$ cat src/rtl/cam_capture_if.sv
// Pixel stream interface: FIFO head towards the consumer.
// The master drives the head pixel; the slave accepts it with out_ready.
interface cam_capture_if;
    logic        out_valid;
    logic        out_ready;
    logic [15:0] out_data;
    logic        out_sof;
    logic        out_eol;

    modport master (
        output out_valid,
        output out_data,
        output out_sof,
        output out_eol,
        input  out_ready
    );

    modport slave (
        input  out_valid,
        input  out_data,
        input  out_sof,
        input  out_eol,
        output out_ready
    );
endinterface

$ cat src/rtl/cam_capture.sv
// Camera capture: assembles 8-bit camera bytes into 16-bit pixels, tags start-of-frame
// and end-of-line, and buffers them in a small output FIFO.
// Optional feature: define CAM_CAPTURE_TESTPAT_EN to replace cam_data with an
// internal {y[3:0], x[3:0]} pattern that follows the camera timing.
module cam_capture #(
    parameter int unsigned FIFO_DEPTH = 4,
    parameter int unsigned XW         = 11,
    parameter int unsigned YW         = 10
) (
    input  logic          cam_clk,
    input  logic          cam_reset_n,
    input  logic          capture_en,
    input  logic          cam_vsync,
    input  logic          cam_href,
    input  logic [7:0]    cam_data,
    cam_capture_if.master out_if,
    output logic          overflow,
    output logic [7:0]    frame_cnt
);
    localparam int unsigned AW = (FIFO_DEPTH > 1) ? $clog2(FIFO_DEPTH) : 1;
    localparam logic [AW:0] DepthC = (AW + 1)'(FIFO_DEPTH);

    typedef enum logic [1:0] {StIdle, StWaitVs, StActive, StDrop} state_e;

    state_e state_q, state_d;
    logic   capturing, active;

    logic          vs_q, href_q;
    logic          vs_rise, vs_fall, href_fall;
    logic          phase_q;
    logic [7:0]    hi_q;
    logic [7:0]    byte_in;
    logic          pix_done;
    logic [XW-1:0] x_q;
    logic [YW-1:0] y_q;

    // Two-stage pixel pipeline: s1 holds the fresh pixel, s2 waits one more href sample
    // so a trailing dangling byte does not hide the end of line.
    logic        s1_valid_q, s1_sof_q;
    logic [15:0] s1_data_q;
    logic        s2_valid_q, s2_sof_q, s2_href_q;
    logic [15:0] s2_data_q;

    logic        wr_req, push, pop, drop, full, empty;
    logic [AW:0] wr_ptr_q, rd_ptr_q;
    logic [17:0] mem_q [FIFO_DEPTH];
    logic [17:0] head;

    logic       overflow_q;
    logic [7:0] frame_cnt_q;

    assign vs_rise   = cam_vsync & ~vs_q;
    assign vs_fall   = ~cam_vsync & vs_q;
    assign href_fall = href_q & ~cam_href;

`ifdef CAM_CAPTURE_TESTPAT_EN
    assign byte_in = {y_q[3:0], x_q[3:0]};
`else
    assign byte_in = cam_data;
`endif

    // FSM state register
    always_ff @(posedge cam_clk or negedge cam_reset_n) begin
        if (!cam_reset_n) begin
            state_q <= StIdle;
        end else begin
            state_q <= state_d;
        end
    end

    // FSM next-state logic
    always_comb begin
        state_d = state_q;
        unique case (state_q)
            StIdle:   if (capture_en) state_d = StWaitVs;
            StWaitVs: if (vs_fall) state_d = StActive;
            StActive: begin
                if (vs_rise) begin
                    state_d = capture_en ? StWaitVs : StIdle;
                end else if (drop) begin
                    state_d = StDrop;
                end
            end
            StDrop:   if (vs_rise) state_d = capture_en ? StWaitVs : StIdle;
            default:  state_d = StIdle;
        endcase
    end

    // FSM outputs: byte assembly runs in ACTIVE and DROP, FIFO writes only in ACTIVE
    always_comb begin
        capturing = 1'b0;
        active    = 1'b0;
        unique case (state_q)
            StActive: begin
                capturing = 1'b1;
                active    = 1'b1;
            end
            StDrop:   capturing = 1'b1;
            default:  ;
        endcase
    end

    assign pix_done = capturing & cam_href & phase_q;

    // Sync edge history, byte phase and high-byte latch
    always_ff @(posedge cam_clk or negedge cam_reset_n) begin
        if (!cam_reset_n) begin
            vs_q    <= 1'b0;
            href_q  <= 1'b0;
            phase_q <= 1'b0;
            hi_q    <= 8'h00;
        end else begin
            vs_q    <= cam_vsync;
            href_q  <= cam_href;
            phase_q <= (capturing && cam_href) ? ~phase_q : 1'b0;
            if (capturing && cam_href && !phase_q) begin
                hi_q <= byte_in;
            end
        end
    end

    // Pixel position counters, saturating; x advances when a pixel leaves s1
    always_ff @(posedge cam_clk or negedge cam_reset_n) begin
        if (!cam_reset_n) begin
            x_q <= '0;
            y_q <= '0;
        end else begin
            if (cam_vsync || href_fall) begin
                x_q <= '0;
            end else if (s1_valid_q && active && x_q != '1) begin
                x_q <= x_q + 1'b1;
            end
            if (cam_vsync) begin
                y_q <= '0;
            end else if (href_fall && y_q != '1) begin
                y_q <= y_q + 1'b1;
            end
        end
    end

    // Pixel pipeline; eol is known once href has been seen low in either of the
    // two cycles after the pixel completed
    always_ff @(posedge cam_clk or negedge cam_reset_n) begin
        if (!cam_reset_n) begin
            s1_valid_q <= 1'b0;
            s1_sof_q   <= 1'b0;
            s1_data_q  <= 16'h0000;
            s2_valid_q <= 1'b0;
            s2_sof_q   <= 1'b0;
            s2_href_q  <= 1'b0;
            s2_data_q  <= 16'h0000;
        end else begin
            s1_valid_q <= pix_done & active;
            if (pix_done) begin
                s1_data_q <= {hi_q, byte_in};
                s1_sof_q  <= (x_q == '0) && (y_q == '0);
            end
            s2_valid_q <= s1_valid_q;
            s2_data_q  <= s1_data_q;
            s2_sof_q   <= s1_sof_q;
            s2_href_q  <= cam_href;
        end
    end

    assign empty  = (wr_ptr_q == rd_ptr_q);
    assign full   = ((wr_ptr_q - rd_ptr_q) == DepthC);
    assign pop    = ~empty & out_if.out_ready;
    assign wr_req = s2_valid_q & active;
    assign push   = wr_req & (~full | pop);
    assign drop   = wr_req & full & ~pop;

    // FIFO pointers
    always_ff @(posedge cam_clk or negedge cam_reset_n) begin
        if (!cam_reset_n) begin
            wr_ptr_q <= '0;
            rd_ptr_q <= '0;
        end else begin
            if (push) wr_ptr_q <= wr_ptr_q + 1'b1;
            if (pop)  rd_ptr_q <= rd_ptr_q + 1'b1;
        end
    end

    // FIFO storage: {sof, eol, data}
    always_ff @(posedge cam_clk) begin
        if (push) begin
            mem_q[wr_ptr_q[AW-1:0]] <= {s2_sof_q, ~(s2_href_q & cam_href), s2_data_q};
        end
    end

    assign head             = empty ? 18'h0 : mem_q[rd_ptr_q[AW-1:0]];
    assign out_if.out_valid = ~empty;
    assign out_if.out_sof   = head[17];
    assign out_if.out_eol   = head[16];
    assign out_if.out_data  = head[15:0];

    // Sticky overflow and completed-frame counter
    always_ff @(posedge cam_clk or negedge cam_reset_n) begin
        if (!cam_reset_n) begin
            overflow_q  <= 1'b0;
            frame_cnt_q <= 8'h00;
        end else begin
            if (state_q == StIdle && state_d != StIdle) begin
                overflow_q <= 1'b0;
            end else if (drop) begin
                overflow_q <= 1'b1;
            end
            if (active && vs_rise) begin
                frame_cnt_q <= frame_cnt_q + 8'h01;
            end
        end
    end

    assign overflow  = overflow_q;
    assign frame_cnt = frame_cnt_q;
endmodule

$ cat src/flat_wrapper.sv
// flat-port wrapper written by rule: the top's interface ports become plain ports
module cam_capture_flat 
#(
    parameter int unsigned FIFO_DEPTH = 4,
    parameter int unsigned XW         = 11,
    parameter int unsigned YW         = 10
)
  (cam_clk, cam_reset_n, capture_en, cam_vsync, cam_href, cam_data, overflow, frame_cnt, out_if_out_valid, out_if_out_data, out_if_out_sof, out_if_out_eol, out_if_out_ready);
  cam_capture_if out_if_i ();
  input  logic cam_clk;
  input  logic cam_reset_n;
  input  logic capture_en;
  input  logic cam_vsync;
  input  logic cam_href;
  input  logic [7:0] cam_data;
  output logic overflow;
  output logic [7:0] frame_cnt;
  output wire logic [$bits(out_if_i.out_valid)-1:0] out_if_out_valid;
  output wire logic [$bits(out_if_i.out_data)-1:0] out_if_out_data;
  output wire logic [$bits(out_if_i.out_sof)-1:0] out_if_out_sof;
  output wire logic [$bits(out_if_i.out_eol)-1:0] out_if_out_eol;
  input wire logic [$bits(out_if_i.out_ready)-1:0] out_if_out_ready;
  assign out_if_out_valid = out_if_i.out_valid;
  assign out_if_out_data = out_if_i.out_data;
  assign out_if_out_sof = out_if_i.out_sof;
  assign out_if_out_eol = out_if_i.out_eol;
  assign out_if_i.out_ready = out_if_out_ready;
  cam_capture #(.FIFO_DEPTH(FIFO_DEPTH), .XW(XW), .YW(YW)) u_core (.cam_clk(cam_clk), .cam_reset_n(cam_reset_n), .capture_en(capture_en), .cam_vsync(cam_vsync), .cam_href(cam_href), .cam_data(cam_data), .out_if(out_if_i), .overflow(overflow), .frame_cnt(frame_cnt));
endmodule
$ cat config.mk
export PLATFORM = sky130hd
export DESIGN_NAME = cam_capture_flat
export DESIGN_NICKNAME = d
export VERILOG_FILES = /design/src/rtl/cam_capture_if.sv /design/src/rtl/cam_capture.sv /design/src/flat_wrapper.sv
export SDC_FILE = /design/constraint.sdc
export NUM_CORES = 1
export LEC_CHECK = 0
export CAP_MARGIN = 20
export CORE_UTILIZATION = 40
export CTS_BUF_LIST = sky130_fd_sc_hd__clkbuf_4
export CTS_CLUSTER_DIAMETER = 30
export DETAILED_ROUTE_END_ITERATION = 12
export GPL_ROUTABILITY_DRIVEN = 0
export PLACE_DENSITY = 0.59
export SLEW_MARGIN = 20
export SYNTH_ARGS = -nofsm -noshare
export SYNTH_HDL_FRONTEND = slang
export SYNTH_SLANG_ARGS = --single-unit
export TNS_END_PERCENT = 10
$ cat constraint.sdc
create_clock -name cam_clk -period 6 [get_ports cam_clk]
set_input_delay 1.8 -clock cam_clk [delete_from_list [all_inputs] [get_ports cam_clk]]
set_output_delay 1.8 -clock cam_clk [all_outputs]
set_load 0.02 [all_outputs]
==> run_summary.xml <==
<?xml version="1.0" encoding="UTF-8"?>
<metrics>
  <group name="status">
    <metric name="result_of_the_run" unit="">finished clean</metric>
  </group>
  <group name="finish">
    <metric name="nets" unit="">499</metric>
    <metric name="layout.cells.most_common_list" unit="">85 x sky130_fd_sc_hd__dfrtp_1, 72 x sky130_fd_sc_hd__edfxtp_1, 40 x sky130_fd_sc_hd__nand2_1, 40 x sky130_fd_sc_hd__clkdlybuf4s50_1, 22 x sky130_fd_sc_hd__and2_1</metric>
    <metric name="combined_area_of_the_multi_input_logic_cells" unit="mm²">0.00194</metric>
    <metric name="syn2layout_area_growth" unit="%">13.8</metric>
    <metric name="ff_latch_area" unit="mm²">0.00429</metric>
    <metric name="fillCellCount" unit="">1422</metric>
    <metric name="final_common_cell" unit="">sky130_fd_sc_hd__dfrtp_1</metric>
    <metric name="proportion_of_layout_cells_with_a_drive_suffix_above_1" unit="%">16.3</metric>
  </group>
  <group name="global_route">
    <metric name="track_usage" unit="%">15.4</metric>
    <metric name="grt_pass1_vias" unit="">3553</metric>
    <metric name="number_of_antenna_violations_at_the_first_check_in_global_routing" unit="">1</metric>
    <metric name="global_route_wire_length_before_repair" unit="µm">18600</metric>
    <metric name="grt.met1_usage" unit="%">19.0</metric>
    <metric name="global_route.peak_usage_layer" unit="">met2</metric>
    <metric name="global_route.usage.met2" unit="%">25.5</metric>
    <metric name="total_congestion_overflow" unit="">0</metric>
    <metric name="global_route.usage.met3" unit="%">4.34</metric>
    <metric name="grt_start_max_net_pins" unit="">86</metric>
  </group>
  <group name="worst_setup_path">
    <metric name="rrSetupSlack" unit="ps">3230</metric>
    <metric name="cp-startpoint" unit="">u_core.wr_ptr_q[0]</metric>
    <metric name="reg2reg_depth" unit="">6</metric>
    <metric name="worst-endpoint-required" unit="ps">4200</metric>
    <metric name="cpMaxStageDelayCell" unit="">sky130_fd_sc_hd__nand3_1</metric>
    <metric name="critical_setup_path_kind" unit="">flop to primary output</metric>
    <metric name="path_cells" unit="">inv_1, ha_1, nand3_1, and2_1, clkdlybuf4s50_1</metric>
    <metric name="crit_arrival" unit="ps">2870</metric>
    <metric name="worstReg2RegEnd" unit="">u_core.mem_q[1][10]</metric>
    <metric name="slowest_delay" unit="ps">580</metric>
    <metric name="crit_path_end_kind" unit="">primary output</metric>
    <metric name="timing.critical_path.fanout_max" unit="">21</metric>
    <metric name="setup.worst_path.start_class" unit="">flop</metric>
    <metric name="regToRegStartpoint" unit="">u_core.wr_ptr_q[0]</metric>
  </group>
  <group name="route">
    <metric name="vias_after_detailed_routing" unit="">3548</metric>
    <metric name="antenna_left" unit="">0</metric>
    <metric name="first_iter_violations" unit="">155</metric>
    <metric name="drt-wirelength-per-cell" unit="µm">16.0</metric>
    <metric name="dr.pass1.iters" unit="">5</metric>
    <metric name="remaining_drc_errors" unit="">0</metric>
    <metric name="routed_wl" unit="µm">11200</metric>
    <metric name="post_drt_via_cell_ratio" unit="">5.08</metric>
  </group>
  <group name="power">
    <metric name="power_frac_comb" unit="%">28.3</metric>
    <metric name="power.share.sequential" unit="%">52.5</metric>
    <metric name="powerDensity" unit="mW/mm²">392</metric>
    <metric name="ir_worst_vdd" unit="mV">0.185</metric>
    <metric name="static_leakage" unit="nW">2.73</metric>
    <metric name="clkPwrFrac" unit="%">19.2</metric>
    <metric name="power.internal" unit="W">0.00194</metric>
    <metric name="netSwitchingPower" unit="W">0.000884</metric>
    <metric name="switching_share" unit="%">31.3</metric>
  </group>
  <group name="synth">
    <metric name="netlist_area" unit="mm²">0.00633</metric>
    <metric name="synth_seq_area_share" unit="%">67.7</metric>
    <metric name="postSynth.topFlopCell" unit="">sky130_fd_sc_hd__dfrtp_1</metric>
    <metric name="synth_nets" unit="">449</metric>
    <metric name="synth-warning-count" unit="">0</metric>
    <metric name="synth-async-reset-ratio" unit="%">54.1</metric>
    <metric name="synth-edff-count" unit="">72</metric>
    <metric name="syn-instance-count" unit="">423</metric>
    <metric name="synthDistinctLibCells" unit="">49</metric>
    <metric name="postSynthAreaPerCell" unit="µm²">15.0</metric>
    <metric name="synth-seq-cells" unit="">157</metric>
  </group>
  <group name="placement">
    <metric name="port-buffer-count" unit="">41</metric>
    <metric name="placement.setup.worst_slack" unit="ps">1750</metric>
    <metric name="post-dp-hpwl" unit="µm">7040</metric>
  </group>
  <group name="timing">
    <metric name="post-route-min-period" unit="ps">4670</metric>
    <metric name="timing_max_transition_violations_final" unit="">0</metric>
    <metric name="final.setup_skew" unit="ps">15.1</metric>
    <metric name="fin_ws" unit="ps">1330</metric>
    <metric name="setup-violations-final" unit="">0</metric>
    <metric name="final.setup.tns" unit="ps">0</metric>
    <metric name="period_share" unit="%">77.8</metric>
    <metric name="rsz_0062_raised_after_global_routing" unit="">no</metric>
    <metric name="finalHoldViolations" unit="">0</metric>
    <metric name="worst_slew_margin_rel" unit="%">31.0</metric>
    <metric name="tightestPinTransition" unit="ps">1030</metric>
    <metric name="max_clk_rate" unit="MHz">214</metric>
  </group>
  <group name="worst_hold_path">
    <metric name="whs_endpoint" unit="">u_core.s2_data_q[5]</metric>
    <metric name="hold-path-cell-count" unit="">0</metric>
    <metric name="hold_class" unit="">flop to flop</metric>
    <metric name="worst_hold_startpoint" unit="">u_core.s1_data_q[5]</metric>
  </group>
  <group name="clocking">
    <metric name="postCtsHoldBufs" unit="">0</metric>
    <metric name="tritoncts" unit="">yes</metric>
    <metric name="clock_sink_count" unit="">157</metric>
    <metric name="post-cts-setup-buffer-count" unit="">0</metric>
    <metric name="clk_pin_slew" unit="ps">130</metric>
    <metric name="worst_skew_pair.late_latency" unit="ps">550</metric>
    <metric name="cts_max_path_buffers" unit="">2</metric>
    <metric name="ctsHtreeMaxLevel" unit="">4</metric>
    <metric name="post_cts_resized" unit="">0</metric>
    <metric name="cts-buffers-inserted" unit="">17</metric>
    <metric name="clock_root_buffer" unit="">sky130_fd_sc_hd__clkbuf_4</metric>
  </group>
  <group name="run">
    <metric name="drv_cap" unit="">0</metric>
  </group>
  <group name="floorplanning">
    <metric name="core_area" unit="mm²">0.0153</metric>
    <metric name="die_area" unit="mm²">0.0163</metric>
    <metric name="initial_core_util" unit="%">41.4</metric>
    <metric name="floorplan.die.width" unit="µm">128</metric>
    <metric name="chipHeight" unit="µm">128</metric>
    <metric name="std_cell_rows" unit="">45</metric>
    <metric name="floorplan.io_pins" unit="">42</metric>
  </group>
</metrics>
[synthesized netlist by cell type, types with 2 or more instances]
library cell / n / area [µm²]
sky130_fd_sc_hd__nand2_1: 40 / 150
sky130_fd_sc_hd__nand3b_1: 3 / 22.5
sky130_fd_sc_hd__mux4_2: 18 / 405
sky130_fd_sc_hd__or3_1: 4 / 25.0
sky130_fd_sc_hd__nand2b_1: 3 / 18.8
sky130_fd_sc_hd__or2_2: 2 / 12.5
sky130_fd_sc_hd__o211ai_1: 2 / 15.0
sky130_fd_sc_hd__dfrtp_1: 85 / 2130
sky130_fd_sc_hd__nor3_1: 5 / 25.0
sky130_fd_sc_hd__o31ai_1: 6 / 45.0
sky130_fd_sc_hd__o21ai_0: 6 / 30.0
sky130_fd_sc_hd__a311oi_1: 2 / 17.5
sky130_fd_sc_hd__and2_1: 22 / 138
sky130_fd_sc_hd__clkbuf_1: 6 / 22.5
sky130_fd_sc_hd__nor4_1: 5 / 31.3
sky130_fd_sc_hd__nor2_1: 13 / 48.8
sky130_fd_sc_hd__buf_4: 3 / 22.5
sky130_fd_sc_hd__xnor2_1: 11 / 96.3
sky130_fd_sc_hd__inv_1: 11 / 41.3
sky130_fd_sc_hd__and3_1: 3 / 18.8
sky130_fd_sc_hd__a21oi_1: 12 / 60.1
sky130_fd_sc_hd__or4_1: 4 / 30.0
sky130_fd_sc_hd__nand4_1: 8 / 50.1
sky130_fd_sc_hd__o21a_1: 2 / 15.0
sky130_fd_sc_hd__nor2b_1: 3 / 18.8
sky130_fd_sc_hd__ha_1: 12 / 150
sky130_fd_sc_hd__clkbuf_2: 2 / 10.0
sky130_fd_sc_hd__xor2_1: 6 / 52.6
sky130_fd_sc_hd__edfxtp_1: 72 / 2160
sky130_fd_sc_hd__nor4b_1: 2 / 17.5
sky130_fd_sc_hd__buf_2: 2 / 10.0
sky130_fd_sc_hd__nand3_1: 11 / 55.1
sky130_fd_sc_hd__and4_1: 2 / 17.5
sky130_fd_sc_hd__mux2_2: 19 / 214
sky130_fd_sc_hd__nor3b_1: 2 / 15.0
[area by class of cell]
cell class	instances	share of cell area (%)
antenna	1	0.0347
clock buffer	19	1.98
clock inverter	13	1.28
inverter	12	0.625
multi-input combinational	241	26.9
sequential	157	59.5
tap	211	3.66
timing repair buffer	44	6.02
[worst max path at each step]
stage | to
finish | out_if_out_data[14]
global route | out_if_out_data[9]
CTS | out_if_out_data[14]
detailed placement | u_core.mem_q[1][0]
global placement | u_core.mem_q[2][0]
floorplan | u_core.mem_q[3][0]
[kinds of logic after synthesis]
| family | after synthesis | synth area share (%) |
|---|---|---|
| mux | 38 | 9.94 |
| fa+ha+maj | 12 | 2.37 |
| simple gates | 135 | 11.6 |
| buf+inv | 25 | 1.74 |
| flops | 157 | 67.7 |
| xor+xnor | 17 | 2.35 |
| compound gates | 39 | 4.31 |
[worst max-delay path, delay by kind of cell, from the launching register on]
family | cells | cell delay [ps]
fa+ha+maj | 1 | 310
flops | 1 | 400
simple gates | 2 | 970
buf+inv | 2 | 650
[metal layers]
metal  routed length [µm]  part of all wire (%)
met2                 5520                    49
met1                 5070                    45
met5                    0                     0
met3                  367                   3.3
met4                  217                   1.9
[registers in the layout, indices dropped and copies added, names as in the netlist, 2 cells and up]
signal            cells
u_core.s2_data_q     16
u_core.state_q        2
u_core.mem_q         72
u_core.wr_ptr_q       3
u_core.hi_q           8
u_core.frame_cnt      8
u_core.rd_ptr_q       3
u_core.y_q           10
u_core.x_q           11
u_core.s1_data_q     16
[through the flow]
stage	cell area, µm²	total power (W)	utilization, %	std cells	hold slack (ps)
after floorplan	6330	0.00199	-	423	347
after global placement	6970	0.00230	45.5	665	353
final	7210	0.00282	47.1	698	372
after global routing	7210	0.00299	47.1	698	393
after detailed placement	6970	0.00232	45.5	665	358
after CTS	7200	0.00286	47.0	697	383
[power groups by stage]
stage / logic [W] / registers [W] / clock network [W]
after floorplan: 0.000521 / 0.00147 / 0
after global placement: 0.000803 / 0.00150 / 0
after detailed placement: 0.000816 / 0.00151 / 0
after CTS: 0.000817 / 0.00148 / 0.000563
after global routing: 0.000872 / 0.00151 / 0.000607
final: 0.000800 / 0.00148 / 0.000542
No activity file was read; power rests on OpenSTA's default activity.
